--- src/rtl/irq_controller_pkg.sv ---
// Shared definitions for irq_controller: register map offsets, FSM state type
// and the lowest-index priority helper.
package irq_controller_pkg;

   localparam logic [4:0] REG_PENDING = 5'h00;
   localparam logic [4:0] REG_ENABLE  = 5'h04;
   localparam logic [4:0] REG_ACTIVE  = 5'h08;
   localparam logic [4:0] REG_ACK     = 5'h0C;
   localparam logic [4:0] REG_COUNT   = 5'h10;

   localparam int ACTIVE_VALID_BIT = 31;

   typedef enum logic [0:0] {
      IDLE  = 1'b0,
      CLAIM = 1'b1
   } state_e;

   // Index of the lowest set bit; returns 0 when no bit is set.
   function automatic logic [4:0] lowest_set(input logic [31:0] vec);
      logic [4:0] idx;
      idx = '0;
      for (int i = 31; i >= 0; i--) begin
         if (vec[i]) idx = 5'(i);
      end
      return idx;
   endfunction

endpackage

--- src/rtl/irq_controller_edge_sync.sv ---
// Per-source two-flop synchroniser followed by a registered rising-edge detector.
// The rise pulse is one clock wide and appears three edges after the first high sample.
module irq_edge_sync (
   input  logic clk,
   input  logic reset,
   input  logic async_in,
   output logic rise
);

   logic sync1_q, sync1_d;
   logic sync2_q, sync2_d;
   logic prev_q,  prev_d;
   logic rise_q,  rise_d;

   always_comb begin
      sync1_d = async_in;
      sync2_d = sync1_q;
      prev_d  = sync2_q;
      rise_d  = sync2_q & ~prev_q;
   end

   always_ff @(posedge clk) begin
      if (reset) begin
         sync1_q <= 1'b0;
         sync2_q <= 1'b0;
         prev_q  <= 1'b0;
         rise_q  <= 1'b0;
      end else begin
         sync1_q <= sync1_d;
         sync2_q <= sync2_d;
         prev_q  <= prev_d;
         rise_q  <= rise_d;
      end
   end

   assign rise = rise_q;

endmodule

--- src/rtl/irq_controller.sv ---
// Memory-mapped interrupt controller for the PicoRV32 irq input on the mem_* bus.
// Optional claim counter is built only when IRQ_CONTROLLER_COUNTER_EN is defined.
module irq_controller
   import irq_controller_pkg::*;
#(
   parameter int          NSRC      = 8,
   parameter logic [31:0] BASE_ADDR = 32'h1000_0000,
   parameter int          CNT_W     = 16
) (
   input  logic              clk,
   input  logic              reset,
   input  logic [NSRC-1:0]   src_irq,
   input  logic              mem_valid,
   input  logic [31:0]       mem_addr,
   input  logic [31:0]       mem_wdata,
   input  logic [3:0]        mem_wstrb,
   output logic              mem_ready,
   output logic [31:0]       mem_rdata,
   output logic              cpu_irq,
   output logic [4:0]        irq_id,
   output logic [CNT_W-1:0]  irq_counter,
   output state_e            dbg_state
);

   // Bus handshake: the master holds mem_valid (and addr/data/strobes) until it
   // sees mem_ready; an in-window request is answered by exactly one mem_ready
   // pulse the cycle after it is first seen, and write side effects land on that
   // same edge. The ~ready_q term stops a held mem_valid from being served twice.
   logic        ready_q, ready_d;
   logic [31:0] rdata_q, rdata_d;
   logic        in_win, access, wr_en, rd_en;
   logic [4:0]  offset;
   logic        wr_pending, wr_enable, wr_ack, wr_count;

   logic [NSRC-1:0] rise_vec;
   logic [NSRC-1:0] pending_q, pending_d;
   logic [NSRC-1:0] enable_q,  enable_d;
   logic [NSRC-1:0] req;
   logic [NSRC-1:0] clr_mask;
   logic [NSRC-1:0] claim_mask;

   state_e      state_q, state_d;
   logic [4:0]  id_q, id_d;
   logic [4:0]  id_sel;
   logic        holdoff_q, holdoff_d;
   logic        claim_go;
   logic        irq_out;
   logic [31:0] count_rd;

   logic unused_bits;
   assign unused_bits = ^{mem_addr[1:0], mem_wdata};

   for (genvar i = 0; i < NSRC; i++) begin : g_src
      irq_edge_sync u_sync (
         .clk      (clk),
         .reset    (reset),
         .async_in (src_irq[i]),
         .rise     (rise_vec[i])
      );
   end

   always_comb begin
      in_win     = (mem_addr[31:5] == BASE_ADDR[31:5]);
      access     = mem_valid && in_win && !ready_q;
      wr_en      = access && (mem_wstrb != 4'b0000);
      rd_en      = access && (mem_wstrb == 4'b0000);
      offset     = {mem_addr[4:2], 2'b00};
      wr_pending = wr_en && (offset == REG_PENDING);
      wr_enable  = wr_en && (offset == REG_ENABLE);
      wr_ack     = wr_en && (offset == REG_ACK);
      wr_count   = wr_en && (offset == REG_COUNT);
   end

   // FSM process 1: state register.
   always_ff @(posedge clk) begin
      if (reset) begin
         state_q   <= IDLE;
         id_q      <= '0;
         holdoff_q <= 1'b0;
      end else begin
         state_q   <= state_d;
         id_q      <= id_d;
         holdoff_q <= holdoff_d;
      end
   end

   // FSM process 2: next state. A released claim forces one extra settle cycle
   // in IDLE so the next claim rises two edges after the acknowledging write.
   always_comb begin
      req       = pending_q & enable_q;
      id_sel    = lowest_set(32'(req));
      state_d   = state_q;
      claim_go  = 1'b0;
      holdoff_d = 1'b0;
      id_d      = id_q;
      case (state_q)
         IDLE: begin
            if ((req != '0) && !holdoff_q) begin
               state_d  = CLAIM;
               claim_go = 1'b1;
               id_d     = id_sel;
            end
         end
         CLAIM: begin
            if (wr_ack) begin
               state_d   = IDLE;
               holdoff_d = 1'b1;
            end
         end
         default: state_d = IDLE;
      endcase
   end

   // FSM process 3: outputs.
   always_comb begin
      irq_out   = (state_q == CLAIM);
      dbg_state = state_q;
   end

   // New edges are OR-ed in after clearing, so a set beats a same-cycle clear.
   always_comb begin
      for (int i = 0; i < NSRC; i++) begin
         claim_mask[i] = claim_go && (id_sel == 5'(i));
      end
      clr_mask  = claim_mask | (wr_pending ? mem_wdata[NSRC-1:0] : '0);
      pending_d = (pending_q & ~clr_mask) | rise_vec;
      enable_d  = wr_enable ? mem_wdata[NSRC-1:0] : enable_q;
   end

   always_ff @(posedge clk) begin
      if (reset) begin
         pending_q <= '0;
         enable_q  <= '0;
      end else begin
         pending_q <= pending_d;
         enable_q  <= enable_d;
      end
   end

`ifdef IRQ_CONTROLLER_COUNTER_EN
   logic [CNT_W-1:0] cnt_q, cnt_d;

   always_comb begin
      cnt_d = cnt_q;
      if (wr_count) begin
         cnt_d = claim_go ? CNT_W'(1) : '0;
      end else if (claim_go && !(&cnt_q)) begin
         cnt_d = cnt_q + CNT_W'(1);
      end
   end

   always_ff @(posedge clk) begin
      if (reset) cnt_q <= '0;
      else       cnt_q <= cnt_d;
   end

   assign irq_counter = cnt_q;
   assign count_rd    = 32'(cnt_q);
`else
   logic unused_count;
   assign unused_count = wr_count;
   assign irq_counter  = '0;
   assign count_rd     = '0;
`endif

   always_comb begin
      ready_d = access;
      rdata_d = '0;
      if (rd_en) begin
         case (offset)
            REG_PENDING: rdata_d = 32'(pending_q);
            REG_ENABLE:  rdata_d = 32'(enable_q);
            REG_ACTIVE: begin
               rdata_d[ACTIVE_VALID_BIT] = irq_out;
               rdata_d[4:0]              = id_q;
            end
            REG_COUNT:   rdata_d = count_rd;
            default:     rdata_d = '0;
         endcase
      end
   end

   always_ff @(posedge clk) begin
      if (reset) begin
         ready_q <= 1'b0;
         rdata_q <= '0;
      end else begin
         ready_q <= ready_d;
         rdata_q <= rdata_d;
      end
   end

   assign mem_ready = ready_q;
   assign mem_rdata = rdata_q;
   assign cpu_irq   = irq_out;
   assign irq_id    = id_q;

endmodule

--- config.mk ---
export PLATFORM = sky130hd
export DESIGN_NAME = irq_controller
export DESIGN_NICKNAME = d
export VERILOG_FILES = /design/src/rtl/irq_controller_pkg.sv /design/src/rtl/irq_controller_edge_sync.sv /design/src/rtl/irq_controller.sv
export SDC_FILE = /design/constraint.sdc
export NUM_CORES = 1
export LEC_CHECK = 0
export BUFFER_PORTS_ARGS = -buffer_cell sky130_fd_sc_hd__clkbuf_2
export CORE_MARGIN = 4
export CORE_UTILIZATION = 35
export DETAILED_ROUTE_END_ITERATION = 7
export PLACE_DENSITY = 0.67
export SETUP_SLACK_MARGIN = 0.5
export SKIP_CTS_REPAIR_TIMING = 1
export SYNTH_ARGS = -nofsm -noshare
export SYNTH_HDL_FRONTEND = slang
export SYNTH_SLANG_ARGS = --single-unit
--- constraint.sdc ---
create_clock -name clk -period 1.8 [get_ports clk]
set_input_delay 0 -clock clk [delete_from_list [all_inputs] [get_ports clk]]
set_output_delay 0 -clock clk [all_outputs]
set_load 0.02 [all_outputs]
==> flow_summary.json, run 1 <==
{
  "status": "finished, violations left",
  "failed_checks": "negative hold slack",
  "ys_seq_elements": 63,
  "path_clk_slew_ps": 70,
  "cp-end-kind": "register",
  "cts_buffers": 9,
  "dp_hpwl_mm": 3.80,
  "seqCellArea_um2": 1270,
  "wl_per_cell_um": 11.0,
  "async_flop_share_pct": 0,
  "cts.sink_count": 63,
  "drt-initial-drc-count": 59,
  "p_per_area_nw_per_um2": 772,
  "syn-cell-area_um2": 2650,
  "fin_worst_skew_ps": 9.47,
  "vdd_drop_max_mv": 0.509,
  "antenna_found_initial": 0,
  "clk_latency_ps": 340,
  "synth_edf_count": 0,
  "layout_commonest_cell": "clkbuf_2",
  "avgSynthCellArea_um2": 9.58,
  "final_cell_mix": "67 x clkbuf_2, 59 x dfxtp_1, 41 x conb_1, 37 x nor2b_1, 23 x nor2_1",
  "core_um2": 7290,
  "ys_seq_area_share_pct": 47.5,
  "drt_pre_antenna_iters": 4,
  "grt_pass1_vias": 1731,
  "tightestPinTransition_ps": 605,
  "cp_data_required_time_ps": 2080,
  "gp_congestion": 0.847,
  "hp-class": "input pin to register",
  "viasPerCell": 4.37,
  "hold_viol": 1,
  "max_stage_delay_ps": 550,
  "min_path_cells": 3,
  "crit_path_max_fanout": 5,
  "max_freq_mhz": 592,
  "fillers": 724,
  "rsz0062_at_grt": "true",
  "drive_above_1_share_pct": 31.0,
  "crit_chain": "nor4_4 -> nand4_1 -> or3_4 -> or4b_4 -> nor2_1",
  "fin_crit_ps": 1690,
  "worst-r2r-cell-count": 5,
  "postSynthCellCount": 277,
  "synth_top_area_share_pct": 47.5,
  "slew_viol_final": 0,
  "antenna_left": 0,
  "grt.overflow.total": 0,
  "areaGrowthSynthToFinish_pct": 31.5,
  "critPathLaunchType": "register",
  "cts_tree": "yes",
  "die_h_um": 95.1,
  "hold_ws_ps": -6.39,
  "p_leak_nw": 1.49,
  "grtUsageTotal_pct": 11.3,
  "clock_tree.root_cell": "clkbuf_8",
  "yosysWarnings": 0,
  "path_class": "register to register",
  "grt_max_degree": 45,
  "pin_count": 135,
  "initial_core_util_pct": 36.4,
  "ctsLongestPathBuffers": 2,
  "crit_path_top_delay_cell": "or4b_4",
  "grt_pass1_wl_mm": 7.71,
  "rows": 31,
  "multi_input_area_um2": 1260,
  "post-route-period-util_pct": 93.9,
  "die-area_um2": 9040,
  "drc": 0,
  "finalPower_mw": 2.69,
  "drt_wl_total_mm": 5.33,
  "diodes": 0,
  "port_buffers": 67,
  "synth_top_area_cell": "dfxtp_1",
  "worstPathArrival_ps": 1960,
  "synth_cell_types": 39,
  "die_w_um": 95.1,
  "h-tree-depth": 3,
  "synth.top_cells.by_area": "dfxtp_1 48%, buf_4 12%, nor2b_1 8.7%",
  "cap_viol_max_count": 0,
  "slew_headroom_pct": 59.2,
  "setup-violations-final": 0,
  "synthFlopType": "dfxtp_1",
  "via_count": 2110,
  "final_nets": 458
}
==> final cells by class <==
class,instances,area share (%)
clock inverters,4,0.646
clock buffers,12,3.87
inverters,10,1.08
multi-input cells,196,36.2
flip-flops and latches,63,36.4
repair buffers,99,18.3
well taps,99,3.55
==> metrics by stage <==
step	instance area, µm²	util, %	setup WS [ps]	TNS, ps	instances
2_1_floorplan	2810	-	-90.0	-745	317
3_3_place_gp	3010	41.3	-203	-1630	444
3_5_place_dp	3010	41.3	-232	-1970	444
4_1_cts	3170	43.5	36.0	0	460
5_1_grt	3490	47.8	9.53	0	483
6_report	3490	47.8	111	0	483
==> power by group <==
group | leakage, nW | switching, mW | internal (mW) | total (mW)
Clock | 0.0801 | 0.508 | 0.493 | 1.00
Sequential | 0.515 | 0.0148 | 1.43 | 1.44
Combinational | 0.895 | 0.148 | 0.104 | 0.252
==> final timing paths <==
kind                                      from                              end  slack (ps)
max                       mem_ready$_SDFF_PP0_          mem_rdata[3]$_SDFF_PP0_         110
min                                mem_addr[3]         mem_rdata[31]$_SDFF_PP0_          -6
max reg2reg               mem_ready$_SDFF_PP0_          mem_rdata[3]$_SDFF_PP0_         110
min reg2reg  g_src[5].u_sync.prev_q$_SDFF_PP0_  g_src[5].u_sync.rise$_SDFF_PP0_         380
==> sequential cells by signal, summed over array words and instances (netlist names) <==
register / count
mem_ready: 1
cpu_irq: 1
mem_rdata: 9
pending_q: 8
g_src.u_sync.prev_d: 8
holdoff_q: 1
g_src.u_sync.sync1_q: 8
enable_q: 8
g_src.u_sync.rise: 8
g_src.u_sync.prev_q: 8
irq_id: 3
==> worst max-delay path: cells and delay by family (launching register included) <==
kind             cells  cell delay [ps]
DFF                  1              330
and+or+nand+nor      5             1290
==> routing by layer <==
metal	track usage (%)	vias to the layer above	wire length [µm]
li1	-	1070	-
met2	18.4	84	2530
met3	5.76	9	514
met5	0	-	0
met4	4.93	0	74
met1	12.4	947	2220
==> cell families (layout without fill, tap and decap cells) <==
family                 Yosys count  count (layout)  synth area share (%)
buffers and inverters           58             125                  14.2
AND/OR/NAND/NOR                101             101                  22.1
other                            1              41                 0.141
multiplexers                    16              16                  6.04
flip-flops                      63              63                  47.5
AO/OA/AOI/OAI                   38              38                  10.0
==> cell usage after synthesis, types with 2 or more instances <==
library cell,n
or4_4,2
a221oi_1,4
buf_4,42
clkbuf_1,5
o31ai_1,2
nor4_1,5
inv_1,10
nand2b_1,2
o41ai_1,2
or3_1,3
nand3_1,2
mux2i_1,16
nand2_1,14
a22oi_1,4
nor3_1,2
nor2b_1,37
a211oi_1,2
a311oi_1,4
o21ai_0,3
dfxtp_1,63
a21oi_1,12
nor2_1,24
(Power assumes the default switching activity.)
==> run 2, diff against run 1 <==
PLACE_DENSITY = 0.65   (was 0.67)
SYNTH_HIERARCHICAL = 1   (was unset)
TNS_END_PERCENT = 30   (was unset)
==> run 2 against run 1 <==
Against the previous run:
- the run now ends clean
- non-clock buffer count fell by 3
- clock-buffer cell count fell by 2
- synthesized cell count rose by 10%
- first-iteration DRC count rose by 73%
- worst setup slack improved by 320 ps
- combinational power rose by 12%
- maximum frequency rose by 24%
- highest routed layer unchanged
- sequential power barely moved
==> flow_summary.json, run 2 <==
{
  "synthSimpleGateAreaFrac_pct": 25.4,
  "hp-class": "input pin to register",
  "synth_top_area_share_pct": 43.6,
  "clock_tree.root_cell": "clkbuf_8",
  "synth_top_family_by_area": "simple AND/OR/NAND/NOR gates",
  "cp_num_buf_inv": 1,
  "fin_cells": 504,
  "status": "complete, no violations",
  "wl_per_cell_um": 12.9,
  "cts_buffers": 9,
  "grt_pass1_wl_mm": 10.1,
  "fin_crit_ps": 1370,
  "largest_reg_flops": 9,
  "worstPathArrival_ps": 1580,
  "die_h_um": 99.0,
  "synth_edf_count": 0,
  "port_buffers": 67,
  "synth_compound_area_share_pct": 13.8,
  "final_cell_mix": "67 x clkbuf_2, 57 x dfxtp_1, 41 x conb_1, 26 x nor2b_1, 19 x dlygate4sd3_1",
  "slew_viol_final": 0,
  "rows": 32,
  "viasPerCell": 4.79,
  "grt_pass1_vias": 2268,
  "ctsLongestPathBuffers": 2,
  "critPathLaunchType": "register",
  "drc": 0,
  "p_leak_nw": 1.47,
  "hold_viol": 0,
  "ys_seq_elements": 63,
  "synthFlopType": "dfxtp_1",
  "via_count": 2412,
  "setup-violations-final": 0,
  "synth_cell_types": 48,
  "async_flop_share_pct": 0,
  "antenna_left": 0,
  "cp_data_required_time_ps": 2020,
  "avgSynthCellArea_um2": 9.49,
  "yosysWarnings": 6,
  "cap_viol_max_count": 0,
  "die_w_um": 99.0,
  "cp-end-kind": "register",
  "final_util_pct": 46.2,
  "synth.top_cells.by_area": "dfxtp_1 44%, buf_4 11%, nor2b_1 5.6%",
  "cts_tree": "yes",
  "yosysMostFrequentCell": "dfxtp_1",
  "critical-path-top-delay-family": "compound AO/OA/AOI/OAI gates",
  "dp_hpwl_mm": 4.67,
  "muxShareOfSynthArea_pct": 2.77,
  "synthAdderAreaFrac_pct": 0,
  "rsz0062_at_grt": "true",
  "diodes": 0,
  "crit_path_max_fanout": 19,
  "clk_latency_ps": 340,
  "grt.overflow.total": 0,
  "tns_ps": 0,
  "crit_chain": "nor4_4 -> nand4_1 -> buf_6 -> o311ai_1 -> o21ai_0",
  "vdd_drop_max_mv": 0.362,
  "post-route-period-util_pct": 75.9,
  "h-tree-depth": 3,
  "drt-initial-drc-count": 102,
  "max_freq_mhz": 732,
  "antenna_found_initial": 0,
  "path_class": "register to register",
  "max_stage_delay_ps": 330,
  "grtUsageTotal_pct": 12.9,
  "synthTopCellsByCount": "63 x dfxtp_1, 43 x buf_4, 26 x nor2b_1",
  "drive_above_1_share_pct": 31.3,
  "finalPower_mw": 2.86,
  "p_per_area_nw_per_um2": 785,
  "grt_max_degree": 33,
  "areaGrowthSynthToFinish_pct": 26.0,
  "ys_seq_area_share_pct": 43.6,
  "drt_pre_antenna_iters": 4,
  "die-area_um2": 9790,
  "hold_ws_ps": 4.04,
  "synth_top_area_cell": "dfxtp_1",
  "drt_wl_total_mm": 6.50,
  "pin_count": 135,
  "dp_cells": 470,
  "layout_commonest_cell": "clkbuf_2",
  "crit_path_top_delay_cell": "dfxtp_2",
  "initial_core_util_pct": 36.7,
  "fin_worst_skew_ps": 4.12,
  "final_nets": 477,
  "cts.sink_count": 63,
  "postSynthCellCount": 305,
  "gp_congestion": 0.888,
  "syn-cell-area_um2": 2900,
  "synth-xor-area-share_pct": 0,
  "path_clk_slew_ps": 70,
  "core_um2": 7890
}
==> run 2: area by class of cell <==
class	count	area [µm²]
fillers	792	4240
multi-input cells	218	1430
flip-flops and latches	63	1270
repair buffers	96	604
clock buffers	10	128
well taps	102	128
clock inverters	5	50.0
inverters	10	37.5
==> run 2: worst min-delay path: cells and delay by family <==
kind	cells	cell delay, ps
buffers and inverters	1	90
and+or+nand+nor	3	220
==> run 2: per-layer routing <==
metal  global-route usage, %  up-vias  wire (µm)
li1                        -     1202          -
met1                    13.5     1093       2440
met2                    22.5      103       3380
met3                    5.31       14        560
met4                    5.78        0        127
met5                       0        -          0
==> run 2: logic make-up after synthesis <==
logic type	Yosys count
muxes	8
other	1
AOI/OAI and AO/OA	57
and+or+nand+nor	112
DFF	63
buffers and inverters	64
==> run 2: final timing paths <==
path                                                   endpoint                         startpoint  cells after the start  slack [ps]
worst min register to register  g_src[2].u_sync/rise$_SDFF_PP0_  g_src[2].u_sync/prev_q$_SDFF_PP0_                      1         400
worst max-delay path                    pending_q[3]$_SDFF_PP0_               mem_ready$_SDFF_PP0_                      5         430
worst max register to register          pending_q[3]$_SDFF_PP0_               mem_ready$_SDFF_PP0_                      5         430
worst min-delay path                       mem_ready$_SDFF_PP0_                       mem_addr[10]                      4           4
==> run 2: power by group <==
group	switching (mW)	internal [mW]
combinational	0.172	0.111
sequential	0.0159	1.43
clock	0.514	0.621
total	0.702	2.16
==> run 2: per-stage QoR <==
stage | worst slack (ps) | cell area (µm²)
global placement | 364 | 3210
detailed placement | 340 | 3210
CTS | 341 | 3380
global route | 358 | 3650
finish | 434 | 3650
floorplan | 333 | 3050
